**config.mk**
```make
export PLATFORM = sky130hd
export DESIGN_NAME = bic_frame_counter
export DESIGN_NICKNAME = d
export VERILOG_FILES = /design/src/rtl/bic_frame_counter.sv
export SDC_FILE = /design/constraint.sdc
export NUM_CORES = 1
export LEC_CHECK = 0
export ABC_CLOCK_PERIOD_IN_PS = 1900
export BUFFER_PORTS_ARGS = -buffer_cell sky130_fd_sc_hd__buf_2
export CORE_MARGIN = 4
export CORE_UTILIZATION = 45
export CTS_BUF_LIST = sky130_fd_sc_hd__clkbuf_2 sky130_fd_sc_hd__clkbuf_4 sky130_fd_sc_hd__clkbuf_8
export DETAILED_ROUTE_END_ITERATION = 10
export PLACE_DENSITY = 0.74
export REMOVE_ABC_BUFFERS = 1
export SETUP_SLACK_MARGIN = 0.05
export SYNTH_ARGS = -nofsm -noshare
export SYNTH_HDL_FRONTEND = slang
export SYNTH_SLANG_ARGS = --single-unit
```
**constraint.sdc**
```tcl
create_clock -name clk -period 1.9 [get_ports clk]
set_input_delay 0.475 -clock clk [delete_from_list [all_inputs] [get_ports clk]]
set_output_delay 0.475 -clock clk [all_outputs]
set_load 0.02 [all_outputs]
```
**src/rtl/bic_frame_counter.sv**
```systemverilog
// Receive-path bit-index counter: counts bit-sample strobes, deserialises the line LSB-first and flags each complete character.
// Define BIC_PARITY_EN to add a parity slot after the data bits, the PARITY_ODD parameter and the parityErr output.
module bic_frame_counter #(
    parameter int unsigned  DATA_BITS  = 8,
    parameter int unsigned  STOP_BITS  = 1,
`ifdef BIC_PARITY_EN
    parameter bit           PARITY_ODD = 1'b0,
    localparam int unsigned PAR_BITS   = 1,
`else
    localparam int unsigned PAR_BITS   = 0,
`endif
    localparam int unsigned FRAME_LEN  = 1 + DATA_BITS + PAR_BITS + STOP_BITS,
    localparam int unsigned CW         = $clog2(FRAME_LEN + 1)
) (
    input  logic                 clk,
    input  logic                 reset_n,
    input  logic                 enable,
    input  logic                 bitStrobe,
    input  logic                 rxBit,
    output logic                 charRec,
    output logic [DATA_BITS-1:0] dataOut,
    output logic                 frameErr,
`ifdef BIC_PARITY_EN
    output logic                 parityErr,
`endif
    output logic                 busy,
    output logic [CW-1:0]        bitIndex
);

    typedef enum logic [1:0] {
        ST_IDLE,
        ST_DATA,
        ST_PARITY,
        ST_STOP
    } state_t;

    state_t               state;
    logic [CW-1:0]        idx_nxt;
    logic                 last_bit;
    logic [DATA_BITS-1:0] shift_q;
    logic [DATA_BITS-1:0] shift_nxt;
    logic                 stop_err_q;
    logic                 stop_err_nxt;
    logic                 done_c;
    logic                 frame_err_c;
`ifdef BIC_PARITY_EN
    logic                 par_q;
    logic                 par_nxt;
`endif

    // Frame phase is a pure decode of the bit position.
    always_comb begin
        if (bitIndex == '0) begin
            state = ST_IDLE;
        end else if (bitIndex <= CW'(DATA_BITS)) begin
            state = ST_DATA;
        end else if (bitIndex <= CW'(DATA_BITS + PAR_BITS)) begin
            state = ST_PARITY;
        end else begin
            state = ST_STOP;
        end
    end

    assign last_bit = (bitIndex == CW'(FRAME_LEN - 1));
    assign busy     = (bitIndex != '0);

    // State register: the bit position itself.
    always_ff @(posedge clk) begin
        if (!reset_n) begin
            bitIndex <= '0;
        end else begin
            bitIndex <= idx_nxt;
        end
    end

    // Next bit position; enable low aborts the frame before any strobe is seen.
    always_comb begin
        idx_nxt = bitIndex;
        if (!enable) begin
            idx_nxt = '0;
        end else if (bitStrobe) begin
            if (state == ST_IDLE) begin
                idx_nxt = rxBit ? '0 : CW'(1);
            end else if (last_bit) begin
                idx_nxt = '0;
            end else begin
                idx_nxt = bitIndex + CW'(1);
            end
        end
    end

    // Datapath updates and completion detect for the current strobe.
    always_comb begin
        shift_nxt    = shift_q;
        stop_err_nxt = stop_err_q;
        done_c       = 1'b0;
        frame_err_c  = stop_err_q | ~rxBit;
`ifdef BIC_PARITY_EN
        par_nxt      = par_q;
`endif
        if (!enable) begin
            shift_nxt    = '0;
            stop_err_nxt = 1'b0;
`ifdef BIC_PARITY_EN
            par_nxt      = 1'b0;
`endif
        end else if (bitStrobe) begin
            unique case (state)
                ST_DATA: begin
                    shift_nxt = {rxBit, shift_q[DATA_BITS-1:1]};
`ifdef BIC_PARITY_EN
                    par_nxt   = par_q ^ rxBit;
`endif
                end
                ST_PARITY: begin
`ifdef BIC_PARITY_EN
                    par_nxt = par_q ^ rxBit;
`endif
                end
                ST_STOP: begin
                    if (last_bit) begin
                        done_c       = 1'b1;
                        shift_nxt    = '0;
                        stop_err_nxt = 1'b0;
`ifdef BIC_PARITY_EN
                        par_nxt      = 1'b0;
`endif
                    end else begin
                        stop_err_nxt = stop_err_q | ~rxBit;
                    end
                end
                default: begin
                end
            endcase
        end
    end

    // Internal frame state plus the character outputs, which hold between completions.
    always_ff @(posedge clk) begin
        if (!reset_n) begin
            shift_q    <= '0;
            stop_err_q <= 1'b0;
            charRec    <= 1'b0;
            dataOut    <= '0;
            frameErr   <= 1'b0;
`ifdef BIC_PARITY_EN
            par_q      <= 1'b0;
            parityErr  <= 1'b0;
`endif
        end else begin
            shift_q    <= shift_nxt;
            stop_err_q <= stop_err_nxt;
            charRec    <= done_c;
`ifdef BIC_PARITY_EN
            par_q      <= par_nxt;
`endif
            if (done_c) begin
                dataOut   <= shift_q;
                frameErr  <= frame_err_c;
`ifdef BIC_PARITY_EN
                parityErr <= par_q ^ PARITY_ODD;
`endif
            end
        end
    end

endmodule

```
==> results of run 1 <==
==> area by class of cell <==
type                            instances  area (um^2)  area share
Sequential cell                        23        473.0      0.4168
Tap cell                               27        33.78     0.02977
Multi-Input combinational cell         77        459.2      0.4046
Inverter                                2        7.507    0.006615
Clock buffer                            4        30.03     0.02646
Timing Repair Buffer                   23        131.4      0.1158
==> report_power, final <==
part / internal (W) / switching, W / leakage [nW]
sequential: 0.000479 / 0.000000643 / 0.188
clock: 0.0000960 / 0.000143 / 0.0184
combinational: 0.0000171 / 0.0000280 / 0.253
==> layout by cell type (no fill, tap or decap), types with 2 or more instances in the layout <==
cell	netlist	final
a21boi_0	8	8
a21oi_1	5	5
and3_1	2	2
buf_2	2	18
buf_4	0	4
clkbuf_4	0	4
dfxtp_1	23	19
dfxtp_4	0	3
inv_1	2	2
nand2_1	14	14
nand3_1	11	11
nor2b_1	2	2
o21ai_0	11	11
o22ai_1	8	8
==> state kept, by name, summed over array words and instances, names as in the netlist <==
register    count
dataOut         8
charRec         1
stop_err_q      1
frameErr        1
bitIndex        4
shift_q         8
==> logic make-up after synthesis <==
group,after synthesis
xor+xnor,1
flops,23
simple gates,41
compound gates,35
buf+inv,12
==> metrics by stage <==
stage	instances	util	hold WS (ps)	area, um^2
CTS	156	0.5613	442.0	1135
floorplan	102	-	446.6	927.1
finish	156	0.5613	451.3	1135
global placement	148	0.5223	464.0	1056
global route	156	0.5613	464.7	1135
detailed placement	148	0.5223	467.9	1056
==> per-layer routing <==
layer  wire length [um]  vias to the layer above
met5                  0                        -
met4                 21                        0
met3                 78                        5
met2                997                       16
met1                986                      377
li1                   -                      434
==> critical path, stage by stage (launching register included) <==
cell,delay [ps]
dfxtp_4,360
or4_4,540
buf_6,150
==> repair_timing <==
action | CTS | global route
setup buffers | 4 | 0
gates resized for setup | 9 | 0
pin swaps | 1 | 0
hold buffers | 0 | 0
setup endpoints to repair | 1 | 1
==> worst max path at each step <==
stage | startpoint | endpoint | cells after the start
after floorplan | bitIndex[3] | shift_q[0] | 3
after global placement | bitIndex[3] | busy | 2
after detailed placement | bitIndex[3] | busy | 2
after CTS | bitIndex[0] | busy | 2
after global routing | bitIndex[0] | busy | 2
final | bitIndex[0] | busy | 2
==> flow_summary.json, run 1 <==
{
  "nNetsFinal": 135,
  "totalPowerFinal_w": 0.0007646,
  "setup.worst_path.start_class": "flip-flop",
  "die_h_um": 54.72,
  "outcome": "finished, final reports clean",
  "start_util": 0.4858,
  "synth-compound-area-share": 0.2229,
  "numPortBuffers": 19,
  "use_met1": 0.2182,
  "top_usage_layer": "met2",
  "ys_seq_area_frac": 0.4688,
  "crit_fanout": 2,
  "num-fill-cells": 194,
  "avgRoutedWirePerCell_um": 13.35,
  "root_buffer": "clkbuf_4",
  "fin_crit_ps": 1831,
  "cp.arrival_ps": 1360,
  "power.density_mw_per_mm2": 673.7,
  "synth.area.top_cells": "dfxtp_1 (47%), a21boi_0 (6.1%), nand3_1 (5.6%)",
  "post_drt_via_cell_ratio": 5.333,
  "synth-edff-count": 0,
  "pre_cts_slack_ps": 289.2,
  "row_count": 16,
  "grt_pass1_wl_um": 3601,
  "vias": 832,
  "avgSynthCellArea_um2": 8.770,
  "rsz0062_at_grt": "true",
  "tightestPinTransition_ps": 603.5,
  "worst_slew_margin_rel": 0.5959,
  "cellLeakagePower_nw": 0.4599,
  "synth_area_leader_cell": "dfxtp_1",
  "worst_r2r_path_depth": 4,
  "numCtsBuffers": 3,
  "timing.rr.start": "bitIndex[0]",
  "synth_top_cells_by_count": "dfxtp_1 (23), nand2_1 (14), nand3_1 (11), o21ai_0 (11)",
  "worstHoldStart": "rxBit",
  "timing.final.crit_share": 0.9635,
  "min_path_cells": 3,
  "r2r_slack_ps": 330,
  "synthXorXnorAreaFrac": 0.008917,
  "async_reset_ff_frac": 0,
  "syn_to_final_growth_pct": 15.54,
  "ys_seq_elements": 23,
  "antenna_found_initial": 0,
  "antenna_cells": 0,
  "track_usage": 0.1656,
  "max-cap-violations": 0,
  "synthMuxAreaShare": 0,
  "hold_class": "input port to flip-flop",
  "firstDrtPassIters": 4,
  "synth-simple-area-share": 0.2357,
  "first_iter_violations": 14,
  "use_met3": 0.03270,
  "worst_slack_ps": 69.29,
  "setup_tns_ps": 0,
  "cts_max_path_buffers": 2,
  "finalHoldViolCount": 0,
  "synth_fa_ha_area_frac": 0,
  "drc": 0,
  "yosysWarnings": 0,
  "syn_area_um2": 982.2,
  "timing.fmax_mhz": 546.2,
  "fp.dieW_um": 54.72,
  "synth_top_family_by_area": "simple AND/OR/NAND/NOR gates",
  "path_clk_slew_ps": 130,
  "overflow": 0,
  "core-area_mm2": 0.002022,
  "hpwl_um": 1424,
  "num_io_pins": 20,
  "netlist_instances": 112,
  "cts_sinks": 23,
  "drv_slew": 0,
  "regToRegEndpoint": "shift_q[2]",
  "path_class": "flip-flop to output pin",
  "synthDistinctLibCells": 30,
  "clk_latency_ps": 300,
  "dieArea_mm2": 0.002994,
  "routabilityCongestion": 0.7800,
  "yosysMostFrequentCell": "dfxtp_1",
  "synth_top_area_frac": 0.4688,
  "cts_tree": "yes",
  "grt_max_degree": 13,
  "postRouteAntennaNets": 0,
  "clock_skew_ps": 4.492,
  "drive_above_1_share": 0.2868,
  "grt_pass1_vias": 797,
  "setup.worst_path.end_class": "output pin",
  "crit_required_ps": 1420,
  "peakVddDrop_mv": 0.2839,
  "ys.flop_type": "dfxtp_1",
  "drt-total-wl_um": 2083,
  "setup_viol": 0,
  "holdPathEnd": "shift_q[7]",
  "cts_max_level": 1,
  "use_met2": 0.2697
}
Power figures use the tool's default switching activity.
==> run 2, diff against run 1 <==
--- a/config.mk
+++ b/config.mk
@@ -7,11 +7,14 @@
 export LEC_CHECK = 0
 export ABC_CLOCK_PERIOD_IN_PS = 1900
 export BUFFER_PORTS_ARGS = -buffer_cell sky130_fd_sc_hd__buf_2
+export CELL_PAD_IN_SITES_DETAIL_PLACEMENT = 2
+export CELL_PAD_IN_SITES_GLOBAL_PLACEMENT = 2
+export CORE_ASPECT_RATIO = 0.5
 export CORE_MARGIN = 4
-export CORE_UTILIZATION = 45
+export CORE_UTILIZATION = 33
 export CTS_BUF_LIST = sky130_fd_sc_hd__clkbuf_2 sky130_fd_sc_hd__clkbuf_4 sky130_fd_sc_hd__clkbuf_8
 export DETAILED_ROUTE_END_ITERATION = 10
-export PLACE_DENSITY = 0.74
+export PLACE_DENSITY = 0.87
 export REMOVE_ABC_BUFFERS = 1
 export SETUP_SLACK_MARGIN = 0.05
 export SYNTH_ARGS = -nofsm -noshare
==> flow_summary.json, run 2 (synthesis results as in run 1) <==
{
  "row_count": 13,
  "grt_pass1_vias": 1027,
  "rsz0062_at_grt": "false",
  "top_regs": "dataOut (8), shift_q (8), bitIndex (4)",
  "cts_sinks": 23,
  "timing.fmax_mhz": 554.8,
  "track_usage": 0.1599,
  "firstDrtPassIters": 4,
  "drive_above_1_share": 0.2769,
  "num-fill-cells": 308,
  "crit_required_ps": 1420,
  "fin_crit_ps": 1802,
  "clock_skew_ps": 3.182,
  "setup_tns_ps": 0,
  "power.density_mw_per_mm2": 718.9,
  "tightestPinTransition_ps": 390.7,
  "cellLeakagePower_nw": 0.4695,
  "setup.worst_path.start_class": "flip-flop",
  "grt_max_degree": 14,
  "final_cell_mix": "dfxtp_1 (21), buf_2 (18), nand2_1 (14)",
  "multi_input_area_um2": 459.2,
  "num_io_pins": 20,
  "core-area_mm2": 0.002716,
  "fp.dieW_um": 85.16,
  "timing.final.crit_share": 0.9487,
  "drc": 0,
  "clk_latency_ps": 270,
  "cts_max_level": 1,
  "whs_ps": 482.0,
  "start_util": 0.3616,
  "antenna_cells": 0,
  "path_clk_slew_ps": 80,
  "vias": 893,
  "cp.arrival_ps": 1330,
  "top_usage_layer": "met2",
  "root_buffer": "clkbuf_8",
  "cts_tree": "yes",
  "use_met3": 0.04286,
  "first_iter_violations": 26,
  "syn_to_final_growth_pct": 18.09,
  "hpwl_um": 2011,
  "numPortBuffers": 19,
  "final_common_cell": "dfxtp_1",
  "grt_pass1_wl_um": 4836,
  "hold_class": "flip-flop to flip-flop",
  "use_met1": 0.1716,
  "die_h_um": 46.58,
  "overflow": 0,
  "setup_viol": 0,
  "outcome": "finished, final reports clean",
  "routabilityCongestion": 0.7118,
  "drv_slew": 0,
  "final-seq-area_um2": 465.4,
  "cts_max_path_buffers": 2,
  "antenna_found_initial": 0,
  "avgRoutedWirePerCell_um": 16.50,
  "use_met2": 0.3117,
  "max-cap-violations": 0,
  "postRouteAntennaNets": 0,
  "worst_slew_margin_rel": 0.7395,
  "dieArea_mm2": 0.003966,
  "setup.worst_path.end_class": "output pin",
  "path_class": "flip-flop to output pin",
  "hold_buffers": 0,
  "peakVddDrop_mv": 0.2470,
  "post_drt_via_cell_ratio": 5.347,
  "crit_fanout": 3,
  "nNetsFinal": 136,
  "numCtsBuffers": 3,
  "finalHoldViolCount": 0,
  "drt-total-wl_um": 2755
}
-- run 2: cell count changes in the layout (fill, tap and decap cells not counted) --
cell,delta
clkbuf_4,-4
clkbuf_8,+3
buf_4,+2
dfxtp_1,+2
dfxtp_4,-2
buf_6,-1
clkinv_2,+1
-- run 2: power by group --
group	internal (W)	switching, W
sequential	0.000482	0.00000119
clock	0.000147	0.000158
combinational	0.0000169	0.0000291
total	0.000645	0.000189
-- run 2: metrics by stage --
stage | utilization | total power, W | worst slack [ps] | std cells | area [um^2]
global placement | 0.4044 | 0.0005378 | 349.2 | 162 | 1099
floorplan | - | 0.0005186 | 377.2 | 102 | 927.1
detailed placement | 0.4044 | 0.0005394 | 317.4 | 162 | 1099
CTS | 0.4219 | 0.0008475 | 58.80 | 166 | 1146
finish | 0.4270 | 0.0008338 | 97.52 | 167 | 1160
global route | 0.4270 | 0.0008802 | 60.37 | 167 | 1160
-- run 2: critical path, cell delays in order (launching register included) --
cell,delay (ps)
dfxtp_1,340
or4_4,550
buf_4,180
-- run 2: repair_timing --
action / in CTS / in global routing
hold endpoints to repair: 0 / 0
setup buffers: 0 / 1
setup endpoints to repair: 1 / 1
gates resized for setup: 1 / 3
cloned: 0 / 0
-- run 2: layout make-up --
class / count / area share
clock inverter: 1 / 0.004315
sequential: 23 / 0.4013
timing repair buffer: 24 / 0.1165
inverter: 2 / 0.006473
tap: 37 / 0.03991
clock buffer: 3 / 0.03560
multi-input combinational: 77 / 0.3959
-- run 2: final timing paths --
| kind | from | end | slack (ps) | depth (start not counted) |
|---|---|---|---|---|
| max | bitIndex[3] | busy | 100 | 2 |
| max reg2reg | bitIndex[3] | shift_q[0] | 470 | 3 |
| min | dataOut[1] | dataOut[1] | 480 | 2 |
| min reg2reg | dataOut[1] | dataOut[1] | 480 | 2 |
-- run 2: metal layers --
metal,vias up,share of wire
met3,2,0.032
met2,15,0.51
met5,-,0
li1,438,-
met4,0,0.0091
met1,438,0.45
==> run 3, diff against run 2 <==
--- a/config.mk
+++ b/config.mk
@@ -5,16 +5,16 @@
 export SDC_FILE = /design/constraint.sdc
 export NUM_CORES = 1
 export LEC_CHECK = 0
+export ABC_AREA = 0
 export ABC_CLOCK_PERIOD_IN_PS = 1900
-export BUFFER_PORTS_ARGS = -buffer_cell sky130_fd_sc_hd__buf_2
 export CELL_PAD_IN_SITES_DETAIL_PLACEMENT = 2
 export CELL_PAD_IN_SITES_GLOBAL_PLACEMENT = 2
-export CORE_ASPECT_RATIO = 0.5
 export CORE_MARGIN = 4
-export CORE_UTILIZATION = 33
+export CORE_UTILIZATION = 38
 export CTS_BUF_LIST = sky130_fd_sc_hd__clkbuf_2 sky130_fd_sc_hd__clkbuf_4 sky130_fd_sc_hd__clkbuf_8
 export DETAILED_ROUTE_END_ITERATION = 10
-export PLACE_DENSITY = 0.87
+export DONT_BUFFER_PORTS = 1
+export PLACE_DENSITY = 0.86
 export REMOVE_ABC_BUFFERS = 1
 export SETUP_SLACK_MARGIN = 0.05
 export SYNTH_ARGS = -nofsm -noshare
==> flow_summary.json, run 3 (synthesis results as in run 1) <==
{
  "final_common_cell": "dfxtp_1",
  "core-area_mm2": 0.002477,
  "comb_power_share": 0.046,
  "crit_fanout": 6,
  "drive_above_1_share": 0.1429,
  "worst-path-stages": 1,
  "cp_top_family": "simple AND/OR/NAND/NOR gates",
  "top_regs": "dataOut (8), shift_q (8), bitIndex (4)",
  "timing.fmax_mhz": 572.1,
  "max-cap-violations": 0,
  "cts_sinks": 23,
  "placed_area_mm2": 0.001010,
  "hold_buffers": 0,
  "drt-total-wl_um": 2705,
  "avgRoutedWirePerCell_um": 19.05,
  "cts_resized": 0,
  "slowest_stage": "or4_4",
  "crit_chain": "or4_4",
  "row_count": 18,
  "syn_to_final_growth_pct": 5.605,
  "routabilityCongestion": 0.7521,
  "grt_pass1_wl_um": 4554,
  "path_class": "flip-flop to output pin",
  "use_met2": 0.3013,
  "top_usage_layer": "met2",
  "use_met1": 0.2110,
  "drc": 0,
  "antenna_cells": 0,
  "start_util": 0.3965,
  "cts_max_path_buffers": 2,
  "setup.worst_path.end_class": "output pin",
  "numPortBuffers": 0,
  "hpwl_um": 2038,
  "power.density_mw_per_mm2": 720.5,
  "tightestPinTransition_ps": 378.3,
  "cts_max_level": 1,
  "worst_slew_margin_rel": 0.7471,
  "use_met3": 0.03509,
  "drv_slew": 0,
  "path_clk_slew_ps": 130,
  "post_drt_via_cell_ratio": 5.901,
  "switching_share": 0.2310,
  "nNetsFinal": 118,
  "die_h_um": 58.84,
  "worst_r2r_path_depth": 3,
  "crit_buf_inv": 0,
  "internal_power_w": 0.0005747,
  "root_buffer": "clkbuf_4",
  "fin_area_mm2": 0.001037,
  "outcome": "finished, final reports clean",
  "vias": 838,
  "grt_pass1_vias": 927,
  "fin_crit_ps": 1748,
  "first_iter_violations": 16,
  "antenna_found_initial": 0,
  "cpPeakStageDelay_ps": 570,
  "post_cts_buffers": 0,
  "timing.final.crit_share": 0.9200,
  "holdPathEnd": "dataOut[7]",
  "crit_required_ps": 1420,
  "pwr-share-seq": 0.648,
  "cellLeakagePower_nw": 0.3666,
  "timing.rr.start": "bitIndex[1]",
  "rsz0062_at_grt": "false",
  "regToRegEndpoint": "shift_q[3]",
  "peakVddDrop_mv": 0.2783,
  "firstDrtPassIters": 4,
  "cp.arrival_ps": 1270,
  "numCtsBuffers": 3,
  "clk_latency_ps": 310,
  "r2r_slack_ps": 370,
  "postRouteAntennaNets": 0,
  "dieArea_mm2": 0.003462,
  "setup_tns_ps": 0,
  "min_path_cells": 1,
  "grt_max_degree": 14,
  "fp.dieW_um": 58.84,
  "num_io_pins": 20,
  "track_usage": 0.1745,
  "p_sw_w": 0.0001726,
  "setup_viol": 0,
  "finalHoldViolCount": 0,
  "cts_tree": "yes",
  "overflow": 0,
  "hold_class": "input port to flip-flop",
  "clock_skew_ps": 1.748,
  "clockPowerShare": 0.306,
  "setup.worst_path.start_class": "flip-flop",
  "num-fill-cells": 292,
  "worstHoldStart": "reset_n",
  "final_cell_mix": "dfxtp_1 (23), nand2_1 (14), nand3_1 (11), o21ai_0 (11)"
}
==> run 3: routing by layer <==
layer  wire length [um]  vias up
met5                  0        -
met4                 29        0
met3                117        4
met2               1385       15
met1               1172      422
li1                   -      397
==> run 3: power by group through the flow <==
stage,logic [W],registers [W],clock network (W)
after floorplan,0.0000218,0.000497,0
after global placement,0.0000325,0.000495,0
after detailed placement,0.0000344,0.000495,0
after CTS,0.0000345,0.000484,0.000244
after global routing,0.0000374,0.000485,0.000275
final,0.0000345,0.000484,0.000229
==> run 3: final cells by class <==
type	instances	area (um^2)	area share
well taps	30	37.54	0.03619
inverters	2	7.507	0.007238
clock inverters	1	5.005	0.004825
repair buffers	6	45.04	0.04343
multi-input cells	77	459.2	0.4427
clock buffers	3	22.52	0.02171
flip-flops and latches	23	460.4	0.4439
==> run 3: worst max path at each step <==
| stage | end | startpoint |
|---|---|---|
| after floorplan | shift_q[0] | bitIndex[3] |
| final | busy | bitIndex[1] |
| after detailed placement | shift_q[1] | bitIndex[1] |
| after global placement | shift_q[7] | bitIndex[1] |
| after global routing | busy | bitIndex[1] |
| after CTS | busy | bitIndex[1] |
==> run 3: per-stage QoR <==
step	std cells	hold slack [ps]	util	power [W]	worst slack, ps
after CTS	142	288.3	0.4187	0.0007631	137.4
after global routing	142	256.9	0.4187	0.0007971	88.30
after detailed placement	138	481.8	0.4076	0.0005292	384.5
after global placement	138	471.2	0.4076	0.0005272	459.9
final	142	299.9	0.4187	0.0007473	151.9
after floorplan	102	446.6	-	0.0005186	377.2
